<file path="src/rtl/enc_tx_sched.sv">
// enc_tx_sched -- transmit scheduler in front of the USB packet encoder.
//
// Two requesters share one encoder: port 0 (protocol FSM: tokens and
// handshakes) and port 1 (data packets). One packet is granted and latched.
// enc_pkt_avail is held until the encoder reports enc_pkt_sent. An
// inter-packet gap is then enforced so the encoder counters can clear, and
// the owner gets a one-cycle done pulse. A watchdog aborts a packet that the
// encoder never completes.
//
// Ports
//   clk            clock, all state on posedge
//   rst            asynchronous active-high reset
//   p0_pkt         port 0 packet, stable while p0_valid and not yet accepted
//   p0_valid       port 0 request
//   p0_ready       port 0 accept (combinational, IDLE only)
//   p0_done        one-cycle pulse: port 0 packet finished (sent or aborted)
//   p1_*           same as port 0, for port 1
//   enc_pkt        packet to encoder (holds last value until next grant)
//   enc_pkt_avail  encoder enable, high for the whole SEND state
//   enc_pkt_sent   encoder completion, only looked at in SEND
//   owner          port being served (meaningful while busy)
//   busy           scheduler not IDLE
//   tx_err         one-cycle pulse with done when the watchdog aborted
module enc_tx_sched #(
  parameter int PKT_W      = 99,
  parameter int IPG        = 2,
  parameter int MAX_CONSEC = 4,
  parameter int TIMEOUT    = 128
) (
  input  logic             clk,
  input  logic             rst,
  input  logic [PKT_W-1:0] p0_pkt,
  input  logic             p0_valid,
  output logic             p0_ready,
  output logic             p0_done,
  input  logic [PKT_W-1:0] p1_pkt,
  input  logic             p1_valid,
  output logic             p1_ready,
  output logic             p1_done,
  output logic [PKT_W-1:0] enc_pkt,
  output logic             enc_pkt_avail,
  input  logic             enc_pkt_sent,
  output logic             owner,
  output logic             busy,
  output logic             tx_err
);

  localparam int WDOG_W = $clog2(TIMEOUT);
  localparam int GAP_W  = $clog2(IPG + 1);
  localparam int CONS_W = $clog2(MAX_CONSEC + 1);

  localparam logic [WDOG_W-1:0] WDOG_LAST = WDOG_W'(TIMEOUT - 1);
  localparam logic [GAP_W-1:0]  GAP_LAST  = GAP_W'(IPG - 1);
  localparam logic [CONS_W-1:0] CONS_MAX  = CONS_W'(MAX_CONSEC);

  typedef enum logic [1:0] {
    S_IDLE = 2'd0,
    S_SEND = 2'd1,
    S_GAP  = 2'd2
  } state_t;

  state_t              state_q;
  state_t              state_d;
  logic [WDOG_W-1:0]   wdog_q;
  logic [GAP_W-1:0]    gap_q;
  logic [CONS_W-1:0]   consec_q;

  logic                grant0;
  logic                grant1;
  logic                leave_send;
  logic                abort;

  // Next-state, arbitration and SEND exit decode
  always_comb begin
    state_d    = state_q;
    grant0     = 1'b0;
    grant1     = 1'b0;
    leave_send = 1'b0;
    abort      = 1'b0;
    case (state_q)
      S_IDLE: begin
        // Port 0 wins unless port 1 has been starved for MAX_CONSEC grants.
        grant0 = p0_valid && !(p1_valid && (consec_q == CONS_MAX));
        grant1 = !grant0 && p1_valid;
        if (grant0 || grant1) state_d = S_SEND;
      end
      S_SEND: begin
        // A completion in the watchdog's last cycle still counts as sent.
        if (enc_pkt_sent) begin
          leave_send = 1'b1;
          state_d    = S_GAP;
        end else if (wdog_q == WDOG_LAST) begin
          leave_send = 1'b1;
          abort      = 1'b1;
          state_d    = S_GAP;
        end
      end
      S_GAP: begin
        if (gap_q == GAP_LAST) state_d = S_IDLE;
      end
      default: state_d = S_IDLE;
    endcase
  end

  // Readies are forced low while reset is asserted so every output reads 0.
  assign p0_ready      = grant0 && !rst;
  assign p1_ready      = grant1 && !rst;
  assign enc_pkt_avail = (state_q == S_SEND);
  assign busy          = (state_q != S_IDLE);

  always_ff @(posedge clk or posedge rst) begin
    if (rst) state_q <= S_IDLE;
    else     state_q <= state_d;
  end

  // Grant latch, counters and completion pulses
  always_ff @(posedge clk or posedge rst) begin
    if (rst) begin
      enc_pkt  <= '0;
      owner    <= 1'b0;
      wdog_q   <= '0;
      gap_q    <= '0;
      consec_q <= '0;
      p0_done  <= 1'b0;
      p1_done  <= 1'b0;
      tx_err   <= 1'b0;
    end else begin
      // done/tx_err land in the first GAP cycle, when avail is already low.
      p0_done <= leave_send && !owner;
      p1_done <= leave_send && owner;
      tx_err  <= abort;

      if (grant0 || grant1) begin
        enc_pkt <= grant1 ? p1_pkt : p0_pkt;
        owner   <= grant1;
        wdog_q  <= '0;
      end else if ((state_q == S_SEND) && !leave_send) begin
        wdog_q <= wdog_q + 1'b1;
      end

      if (leave_send) begin
        gap_q <= '0;
      end else if ((state_q == S_GAP) && (state_d == S_GAP)) begin
        gap_q <= gap_q + 1'b1;
      end

      // Count port-0 grants taken while port 1 was waiting.
      if (grant1) begin
        consec_q <= '0;
      end else if (grant0) begin
        if (!p1_valid)                 consec_q <= '0;
        else if (consec_q != CONS_MAX) consec_q <= consec_q + 1'b1;
      end
    end
  end

endmodule
</file>
<file path="config.mk">
export PLATFORM = sky130hd
export DESIGN_NAME = enc_tx_sched
export DESIGN_NICKNAME = d
export VERILOG_FILES = /design/src/rtl/enc_tx_sched.sv
export SDC_FILE = /design/constraint.sdc
export NUM_CORES = 1
export LEC_CHECK = 0
export CAP_MARGIN = 15
export CORE_AREA = 2 2 121 123
export CTS_CLUSTER_SIZE = 25
export DETAILED_ROUTE_END_ITERATION = 10
export DIE_AREA = 0 0 123 125
export MAX_ROUTING_LAYER = met4
export PLACE_DENSITY = 0.76
export SYNTH_ARGS = -nofsm -noshare
export SYNTH_HDL_FRONTEND = slang
export SYNTH_SLANG_ARGS = --single-unit
</file>
<file path="constraint.sdc">
create_clock -name clk -period 8.6 [get_ports clk]
set_input_delay 1.72 -clock clk [delete_from_list [all_inputs] [get_ports clk]]
set_output_delay 1.72 -clock clk [all_outputs]
set_load 0.05 [all_outputs]
</file>
=== Word-level counts from Yosys, hierarchy flattened ===
Cells that the tools add are included.

* Output and inout port bits: 107
* Bits in registers: 117
* Logic and storage cells: 63

* Muxes and demuxes: 21
* Eq/ne operators: 8
* Reductions and logical operators: 22
* Add/subtract/negate cells: 3

{| class="wikitable"
|+ Operator list
! cell !! number
|-
| 99-bit 2-to-1 mux || 1
|-
| 7-bit 2-to-1 mux || 2
|-
| 2-bit 2-to-1 mux || 6
|-
| 3-bit 2-to-1 mux || 4
|-
| 1-bit logical AND || 9
|-
| 2-bit nonzero test || 4
|-
| 7-bit by 1-bit adder with 7-bit output (second input constant) || 1
|-
| 7-bit equality test (second input constant) || 1
|-
| 1-bit 2-to-1 mux || 7
|-
| 2-bit one-hot mux with 3 select lines || 1
|-
| 1-bit logical NOT || 5
|-
| 2-bit by 1-bit equality test with 1-bit output (second input constant) || 2
|-
| 2-bit equality test (second input constant) || 2
|-
| 3-bit by 1-bit adder with 3-bit output (second input constant) || 1
|-
| 3-bit equality test (second input constant) || 1
|-
| 3-bit by 1-bit != test with 1-bit output (second input constant) || 1
|-
| 3-bit != test (second input constant) || 1
|-
| 2-bit by 1-bit adder with 2-bit output (second input constant) || 1
|-
| 2-bit logical NOT || 1
|-
| 1-bit logical OR || 2
|-
| 2-bit AND reduction || 1
|}

=== Longest topological paths before layout ===
Gate-level depths: netlist (run 1).

* Word-level depth: 13
* Mapped depth: 9
* Mapped depth without buffers: 6

=== Worst setup path before layout (run 1) ===
Ideal clock, no wire load.

* Path kind: input port to output port
* From: in rst
* To: out p0_ready
* Setup slack: 2051 ps
* Stages on the path: 2
* Data arrival time: 4829 ps
* Buffers on the path: 0
* Path through: inv_1 and2_1

* Longest elaborated chain between the ends: 2

{| class="wikitable"
|+ RTL lines
! what !! line !! text
|-
| from (decl) || 31 || <nowiki>input logic rst,</nowiki>
|-
| 1-bit logical NOT (no line) || n/a ||
|-
| 1-bit logical AND || 106 || <nowiki>assign p0_ready = grant0 && !rst;</nowiki>
|-
| to (decl) || 34 || <nowiki>output logic p0_ready,</nowiki>
|}

Every way passes these cells.

=== Worst setup path after layout (run 1) ===
* From: in rst
* To: out p1_ready

* Longest elaborated chain between the ends: 2

{| class="wikitable"
|+ RTL lines
! what !! line !! text
|-
| 1-bit logical NOT (no line) || n/a ||
|-
| 1-bit logical AND || 107 || <nowiki>assign p1_ready = grant1 && !rst;</nowiki>
|-
| to (decl) || 38 || <nowiki>output logic p1_ready,</nowiki>
|}

Every way passes these cells.

==> metrics, run 1 <==
final hold violations 0; end of the worst register-to-register path enc_pkt[71]; type of origin of the critical path input port; via count 4901; flop2flop setup slack 5.17 ns; pin count of the biggest net entering global routing 121; Peak Freq 179 MHz; Tmin final 5.58 ns; compound-gate portion of the synthesized area 21.7%; leakage power 3.59 nW; I/O pin count 310; fin cells 920; Max Root-Sink Buffers 2; power density over cell area 428 mW/mm^2; post-detailed-route count of antenna-violating nets 0; half-perimeter wire length after detailed placement 11.8 mm; post-placement setup slack 2.95 ns; startpoint of the tightest hold check path wdog_q[5]; kind of critical path in2out; x dimension of the die 123 um; setup repair after global routing missed its margin no; via count of the first global-routing pass 4999; standard-cell row count 44; worst clock skew 0.00898 ns; gp weighted congestion 0.857; total instance count after detailed placement 888; simple-gate area share of the yosys netlist 17.6%; clock slew at the register clock pins of the worst setup and hold paths 0.05 ns; max_cap viols 0; post-synthesis instance area 0.00531 sq mm; Inserted Diodes 0; Arr. time, crit path 3.86 ns; count of final max-slew check failures 0; post-synth cell types 32; worst-case reg-to-reg path depth 8; total number of yosys warnings 0; biggest fanout along the worst timing path 65; origin of the worst setup path rst; CTS tree done; average wire per standard cell 18.3 um; leading cell types in the layout, fill and taps excluded clkdlybuf4s50_1, dfrtp_1, nor3b_1, a221o_1, clkbuf_16; Die Ht 125 um; antenna violations before repair 0; detailed-routing iteration count for the pre-antenna-repair pass 4; root buffer selected by CTS clkbuf_16; buffer count from post-CTS setup fixing 0; sum of overflow across all layers after global routing 0; starting density of the core 37.4%; cell seen most often among critical-path stages clkdlybuf4s50_1; data required time of the worst path 6.88 ns; global-route wire length before repair 25.5 mm; clk_lat worst skew 0.41 ns; average vias per placed instance 5.33; Final Setup Violations 0; cts hold-fix bufs 0; synthesized netlist net count 642; cell taking the most area after synthesis dfrtp_1; total track usage 21.9%; crit path capture p1_ready; largest voltage drop on the vdd net 213 uV; cell types occupying the most area after synthesis dfrtp_1, a221o_1, nor3b_1, buf_2, clkbuf_1; filler cell count 1122; crit path setup slack, layout 3.02 ns; adder-cell share of the synthesized area 0.943%; detailed-route DRC error count 0; Final period util 64.9%; dominant combinational cell family by area after synthesis compound AO/OA/AOI/OAI gates; endpoint class of the critical path output pin; area inside the core boundary 0.0142 sq mm; number of instances resized during post-cts repair 0; sequential fraction of the synthesis area 55.2%; area share of the largest cell type after synthesis 55.2%; prevailing post-synth register cell dfrtp_1; Nets 930; final-layout setup total negative slack 0 ns; type of the worst min-delay path reg2reg; actual slew at the worst max-slew pin 1.11 ns; overall die area 0.0154 sq mm; Crit Reg-Reg Startpoint consec_q[0]; synthesis-stage register bit count 117; ratio of cells with drive above 1 in the final layout 5.30%; multiplexer area fraction after synthesis 0%; cell with the biggest individual delay on the critical path clkdlybuf4s50_1; count of port buffers added during placement 309; xor/xnor share of the synthesized area 0%; TritonCTS Sinks 117; run status finished, final reports clean; WL final 16.8 mm; worst max-slew margin expressed relative to the limit 26.0%; slowest stage delay, CP 0.82 ns; Gate Count Post-Synth 435; Area growth, synth to finish 71.9%; cell-by-cell trace of the critical path clkdlybuf4s50_1 > inv_4 > and2_1 > clkdlybuf4s50_1; CTS HTree Levels 4; initial detailed-routing violation count 260; TritonCTS Buffers 17; Post-Syn Area per Cell 12.2 sq um; EDFF count, synth 0; fraction of registers with async set or reset after synthesis 100%; leading cell type in the layout, fill and taps excluded clkdlybuf4s50_1
-- how the worst min path moves through the flow --
| stage | end | slack [ns] | cells after the start |
|---|---|---|---|
| floorplan | wdog_q[5] | 0.45 | 1 |
| global placement | wdog_q[5] | 0.47 | 1 |
| detailed placement | wdog_q[5] | 0.48 | 1 |
| CTS | wdog_q[5] | 0.48 | 1 |
| global route | wdog_q[5] | 0.52 | 1 |
| finish | wdog_q[5] | 0.49 | 1 |
-- area by class of cell --
class	count	area [sq um]	area share, %
clock inverters	8	145	1.59
clock buffers	24	492	5.39
repair buffers	314	3140	34.4
inverters	8	32.5	0.357
flip-flops and latches	117	2930	32.1
multi-input cells	265	2150	23.6
well taps	184	230	2.52
-- layer usage --
metal / vias to the layer above / wire length (um) / share of wire (%) / global-route usage (%)
li1: 2302 / - / - / -
met1: 2362 / 6960 / 41 / 25.4
met2: 210 / 8320 / 50 / 36.5
met3: 27 / 1190 / 7.1 / 5.52
met4: 0 / 328 / 2.0 / 8.09
met5: - / 0 / 0 / -
-- cells in the mapped netlist, types with 2 or more instances --
library cell and n:
dfrtp_1 117, a221o_1 99, nor3b_1 99, buf_2 22, clkbuf_1 18, nor2_1 12
nand2_1 10, inv_1 8, o21ai_0 8, nand3_1 7, a21oi_1 4, and2_1 4
ha_1 4, buf_1 2, buf_6 2, o21a_1 2, o311ai_0 2
-- where the power goes --
part | total (mW) | switching [mW] | internal, mW
Sequential | 0.975 | 0.161 | 0.814
Clock | 0.757 | 0.243 | 0.515
Combinational | 2.18 | 1.37 | 0.809
-- cells by family after synthesis --
| kind of cell | Yosys count |
|---|---|
| DFF | 117 |
| adders and majority gates | 4 |
| AOI/OAI and AO/OA | 122 |
| and+or+nand+nor | 139 |
| buffers and inverters | 53 |
-- flip-flops by register name (all words and copies together) (netlist names) --
register / flops
consec_q: 3
enc_pkt: 99
gap_q: 2
owner: 1
p0_done: 1
p1_done: 1
state_q: 2
tx_err: 1
wdog_q: 7
-- through the flow --
stage / hold slack (ns) / instance area [sq um] / total power [mW] / utilization [%]
2_1_floorplan: 0.448 / 5310 / 2.41 / -
3_3_place_gp: 0.470 / 8490 / 3.12 / 59.8
3_5_place_dp: 0.480 / 8490 / 3.16 / 59.8
4_1_cts: 0.483 / 9130 / 3.94 / 64.2
5_1_grt: 0.519 / 9130 / 4.09 / 64.2
6_report: 0.494 / 9130 / 3.91 / 64.2
-- critical path, delay by kind of cell --
| kind | cells | cell delay [ns] |
|---|---|---|
| buffers and inverters | 3 | 1.84 |
| AND/OR/NAND/NOR | 1 | 0.23 |
Power figures use the tool's default switching activity.
==> run 2, diff against run 1 <==
--- a/config.mk
+++ b/config.mk
@@ -6,12 +6,12 @@
 export NUM_CORES = 1
 export LEC_CHECK = 0
 export CAP_MARGIN = 15
-export CORE_AREA = 2 2 121 123
+export CORE_AREA = 2 2 122 124
 export CTS_CLUSTER_SIZE = 25
 export DETAILED_ROUTE_END_ITERATION = 10
-export DIE_AREA = 0 0 123 125
+export DIE_AREA = 0 0 124 126
 export MAX_ROUTING_LAYER = met4
-export PLACE_DENSITY = 0.76
+export PLACE_DENSITY = 0.75
 export SYNTH_ARGS = -nofsm -noshare
 export SYNTH_HDL_FRONTEND = slang
 export SYNTH_SLANG_ARGS = --single-unit
==> constraint.sdc (replaced) <==
create_clock -name clk -period 5.2 [get_ports clk]
set_input_delay 1.04 -clock clk [delete_from_list [all_inputs] [get_ports clk]]
set_output_delay 1.04 -clock clk [all_outputs]
set_load 0.05 [all_outputs]
==> metrics, run 2 (synthesis gave the netlist of run 1 again) <==
standard-cell row count 44 (unchanged); Peak Freq 242 MHz; root buffer selected by CTS clkbuf_16; average wire per standard cell 18.5 um (+1.2%); pin count of the biggest net entering global routing 121 (unchanged); CTS HTree Levels 4 (unchanged); max_cap viols 0 (unchanged); largest register by flop count enc_pkt; registers with the highest flip-flop counts enc_pkt (99), wdog_q (7), consec_q (3); number of instances resized during post-cts repair 0 (unchanged); worst max-slew margin expressed relative to the limit 22.4% (-3.5 points); gp weighted congestion 0.795 (-7.3%); actual slew at the worst max-slew pin 1.16 ns (+0.0570 ns); overall die area 0.0156 sq mm (+1.6%); average vias per placed instance 5.43 (+2.0%); type of origin of the critical path input port; biggest fanout along the worst timing path 7 (-89%); number of flip-flops in the largest register 99 (unchanged); power density over cell area 694 mW/mm^2 (+62%); startpoint of the tightest hold check path owner; final-layout setup total negative slack 0 ns (unchanged); Final Setup Violations 0 (unchanged); worst clock skew 0.00956 ns (+0.000588 ns); detailed-route DRC error count 0 (unchanged); clk_lat worst skew 0.41 ns (about the same); run status finished, final reports clean; Arr. time, crit path 3.09 ns (-0.77 ns); area inside the core boundary 0.0143 sq mm (+0.78%); setup repair after global routing missed its margin no; half-perimeter wire length after detailed placement 12.1 mm (+2.6%); leading cell types in the layout, fill and taps excluded clkdlybuf4s50_1, dfrtp_1, nor3b_1, a221o_1, clkbuf_16; clock slew at the register clock pins of the worst setup and hold paths 0.05 ns (about the same); final hold violations 0 (unchanged); leakage power 3.56 nW (-0.99%); kind of critical path in2out; Tmin final 4.13 ns; filler cell count 1138 (+1.4%); via count 4999 (+2.0%); antenna violations before repair 0 (unchanged); via count of the first global-routing pass 5014 (+0.30%); Area growth, synth to finish 70.0%; Final period util 79.4%; ratio of cells with drive above 1 in the final layout 5.16% (-0.14 points); origin of the worst setup path p1_valid; buffer count from post-CTS setup fixing 0 (unchanged); Die Ht 126 um (+0.80%); initial detailed-routing violation count 322 (+24%); largest voltage drop on the vdd net 365 uV (+71%); I/O pin count 310 (unchanged); post-layout power 6.26 mW (+60%); global-route wire length before repair 25.7 mm (+1.0%); cts hold-fix bufs 0 (unchanged); endpoint class of the critical path output pin; count of port buffers added during placement 309 (unchanged); Crit Reg-Reg Startpoint consec_q[0]; post-detailed-route count of antenna-violating nets 0 (unchanged); data required time of the worst path 4.16 ns (-2.72 ns); starting density of the core 37.1% (-0.29 points); total track usage 22.2% (+0.31 points); Inserted Diodes 0 (unchanged); Max Root-Sink Buffers 2 (unchanged); leading cell type in the layout, fill and taps excluded clkdlybuf4s50_1; x dimension of the die 124 um (+0.81%); TritonCTS Buffers 17 (unchanged); sum of overflow across all layers after global routing 0 (unchanged); TritonCTS Sinks 117 (unchanged); WL final 17.0 mm (+1.2%); Nets 933 (+0.32%); count of final max-slew check failures 0 (unchanged); detailed-routing iteration count for the pre-antenna-repair pass 4 (unchanged); CTS tree done; type of the worst min-delay path reg2reg
## run 2: changes by cell type in the layout (fill, tap and decap cells not counted)
cell / before / now
buf_4: 4 / 8
clkinvlp_4: 2 / 0
clkinv_2: 2 / 5
buf_12: 1 / 0
clkbuf_1: 3 / 4
clkbuf_8: 4 / 2
bufinv_16: 4 / 1
## run 2: path summary, 6_finish.rpt
| path | endpoint | slack (ns) | cells past startpoint |
|---|---|---|---|
| setup / recovery | p1_ready | 1.07 | 5 |
| hold / removal | p0_done | 0.48 | 1 |
| setup reg to reg | enc_pkt[78] | 1.73 | 8 |
| hold reg to reg | p0_done | 0.48 | 1 |
| max in group asynchronous | wdog_q[3] | 2.67 | 4 |
| min in group asynchronous | state_q[1] | 0.94 | 2 |
## run 2: layer usage
metal	up-vias	wire [um]	global-route usage (%)	part of all wire, %
li1	2304	-	-	-
met1	2435	6640	24.9	39
met2	227	8560	36.9	50
met3	33	1390	6.48	8.2
met4	0	397	9.19	2.3
met5	-	0	-	0
## run 2: per-stage QoR
step,hold WS [ns],utilization (%),setup WS (ns),instance area [sq um],instances
global placement,0.473,59.4,0.895,8500,891
finish,0.481,63.0,1.07,9020,920
global route,0.514,63.0,0.949,9020,920
floorplan,0.448,-,0.0108,5310,435
detailed placement,0.472,59.4,0.795,8500,891
CTS,0.483,63.0,1.07,9020,920
## run 2: cell type report
cell class / instances / area [sq um] / area share (%)
Clock buffer: 23 / 468 / 5.19
Multi-Input combinational cell: 265 / 2150 / 23.9
Timing Repair Buffer: 317 / 3150 / 35.0
Sequential cell: 117 / 2930 / 32.5
Clock inverter: 6 / 55.1 / 0.610
Inverter: 8 / 32.5 / 0.361
Tap cell: 184 / 230 / 2.55
## run 2: report_power, final
group          total, mW  internal [mW]  switching (mW)
sequential          1.62           1.35           0.270
clock               1.05          0.668           0.386
combinational       3.59           1.34            2.25
total               6.26           3.35            2.91
## run 2: worst max-delay path: stages
cell             delay (ns)
clkdlybuf4s50_1        0.63
inv_1                  0.14
a2111oi_4              0.29
and2_1                 0.16
clkdlybuf4s50_1        0.83
==> run 3, diff against run 2 <==
--- a/config.mk
+++ b/config.mk
@@ -6,12 +6,12 @@
 export NUM_CORES = 1
 export LEC_CHECK = 0
 export CAP_MARGIN = 15
-export CORE_AREA = 2 2 122 124
+export CORE_AREA = 2 2 127 129
 export CTS_CLUSTER_SIZE = 25
 export DETAILED_ROUTE_END_ITERATION = 10
-export DIE_AREA = 0 0 124 126
+export DIE_AREA = 0 0 129 131
 export MAX_ROUTING_LAYER = met4
-export PLACE_DENSITY = 0.75
+export PLACE_DENSITY = 0.73
 export SYNTH_ARGS = -nofsm -noshare
 export SYNTH_HDL_FRONTEND = slang
 export SYNTH_SLANG_ARGS = --single-unit
==> constraint.sdc (replaced) <==
create_clock -name clk -period 3.39 [get_ports clk]
set_input_delay 0.678 -clock clk [delete_from_list [all_inputs] [get_ports clk]]
set_output_delay 0.678 -clock clk [all_outputs]
set_load 0.05 [all_outputs]
==> metrics, run 3 (synthesis gave the netlist of run 1 again) <==
run status finished, final reports clean; fin cells 956 (+3.9%); Cells on Worst Hold Path 1 (unchanged); I/O pin count 310 (unchanged); setup repair after global routing missed its margin no; via count of the first global-routing pass 4942 (-1.4%); utilization after layout 59.2% (-3.8 points); worst clock skew 0.00515 ns (-0.00441 ns); leading cell type in the layout, fill and taps excluded clkdlybuf4s50_1; flop2flop setup slack 1.08 ns (-0.65 ns); area post-placement 0.00860 sq mm (+1.2%); Arr. time, crit path 2.15 ns (-0.94 ns); type of the worst min-delay path reg2reg; standard-cell row count 46 (+4.5%); clock slew at the register clock pins of the worst setup and hold paths 0.05 ns (about the same); Endpoint, Worst Hold p0_done; end of the worst register-to-register path enc_pkt[15]; pin count of the biggest net entering global routing 122 (+0.83%); Nets 933 (unchanged); initial detailed-routing violation count 209 (-35%); power density over cell area 1080 mW/mm^2 (+55%); post-placement setup slack 0.489 ns (-0.306 ns); filler cell count 1271 (+12%); endpoint class of the critical path output pin; kind of critical path in2out; starting density of the core 34.0% (-3.1 points); CTS HTree Levels 4 (unchanged); count of port buffers added during placement 309 (unchanged); worst max-slew margin expressed relative to the limit 54.8% (+32 points); half-perimeter wire length after detailed placement 12.5 mm (+3.0%); clk_lat worst skew 0.41 ns (about the same); type of origin of the critical path input port; area inside the core boundary 0.0156 sq mm (+9.0%); post-detailed-route count of antenna-violating nets 0 (unchanged); via count 4926 (-1.5%); detailed-route DRC error count 0 (unchanged); TritonCTS Buffers 17 (unchanged); overall die area 0.0169 sq mm (+8.2%); Finished Cell Area 0.00924 sq mm (+2.4%); biggest fanout along the worst timing path 7 (unchanged); startpoint of the tightest hold check path owner; Tmin final 2.83 ns; largest voltage drop on the vdd net 789 uV (+120%); antenna violations before repair 1 (+1); CTS tree done; final hold violations 0 (unchanged); total instance count after detailed placement 923 (+3.6%); root buffer selected by CTS clkbuf_16; detailed-routing iteration count for the pre-antenna-repair pass 4 (unchanged); WL final 17.3 mm (+1.9%); global-route wire length before repair 25.6 mm (-0.48%); Final Setup Violations 0 (unchanged); Peak Freq 353 MHz; average wire per standard cell 18.1 um (-1.9%); leakage power 3.63 nW (+2.0%); worst-case reg-to-reg path depth 8 (unchanged); leading cell types in the layout, fill and taps excluded clkdlybuf4s50_1, dfrtp_1, nor3b_1, a221o_1, clkbuf_16; total track usage 20.3% (-2.0 points); buffer count from post-CTS setup fixing 0 (unchanged); max_cap viols 0 (unchanged); number of flip-flops in the largest register 99 (unchanged); Final period util 83.5%; x dimension of the die 129 um (+4.0%); TritonCTS Sinks 117 (unchanged); cts hold-fix bufs 0 (unchanged); registers with the highest flip-flop counts enc_pkt (99), wdog_q (7), consec_q (3); largest register by flop count enc_pkt; ratio of cells with drive above 1 in the final layout 6.09% (+0.93 points); number of instances resized during post-cts repair 0 (unchanged); crit path setup slack, layout 0.558 ns (-0.515 ns); post-layout power 9.96 mW (+59%); sum of overflow across all layers after global routing 0 (unchanged); data required time of the worst path 2.71 ns (-1.45 ns); gp weighted congestion 0.783 (-1.5%); actual slew at the worst max-slew pin 0.677 ns (-0.486 ns); Crit Reg-Reg Startpoint consec_q[0]; count of final max-slew check failures 0 (unchanged); Max Root-Sink Buffers 2 (unchanged); Area growth, synth to finish 74.0%; Die Ht 131 um (+4.0%); average vias per placed instance 5.15 (-5.2%)
run 3: layer usage:
layer,up-vias,global-route usage (%),share of wire (%)
met1,2408,22.5,40
li1,2299,-,-
met3,21,6.19,7.6
met2,198,34.1,51
met4,0,8.25,1.7
met5,-,-,0
run 3: power by group:
group / switching, mW / total [mW] / internal [mW]
combinational: 3.48 / 5.56 / 2.08
clock: 0.624 / 1.93 / 1.30
sequential: 0.405 / 2.47 / 2.07
run 3: layout make-up:
cell class | count | area [sq um] | share of cell area (%)
multi-input combinational | 265 | 2150 | 23.3
sequential | 117 | 2930 | 31.7
timing repair buffer | 317 | 3210 | 34.8
inverter | 8 | 33.8 | 0.366
tap | 216 | 270 | 2.93
clock buffer | 23 | 488 | 5.28
antenna | 1 | 2.50 | 0.0271
clock inverter | 9 | 148 | 1.60
run 3: worst max path at each step:
stage | from | endpoint | slack (ns)
after floorplan | rst | p0_ready | -0.26
after global placement | p1_valid | enc_pkt[14] | 0.55
after detailed placement | p1_valid | enc_pkt[20] | 0.49
after CTS | p1_valid | p1_ready | 0.56
after global routing | p1_valid | p1_ready | 0.49
final | p1_valid | p1_ready | 0.56
run 3: worst max-delay path, cell delays in order:
cell and delay [ns]:
clkdlybuf4s50_1 0.65, inv_1 0.15, a2111oi_4 0.30, and2_1 0.22
buf_12 0.14
run 3: per-stage QoR:
stage / hold WS, ns / setup TNS, ns
2_1_floorplan: 0.448 / -0.512
3_3_place_gp: 0.469 / 0
3_5_place_dp: 0.478 / 0
4_1_cts: 0.489 / 0
5_1_grt: 0.508 / 0
6_report: 0.480 / 0
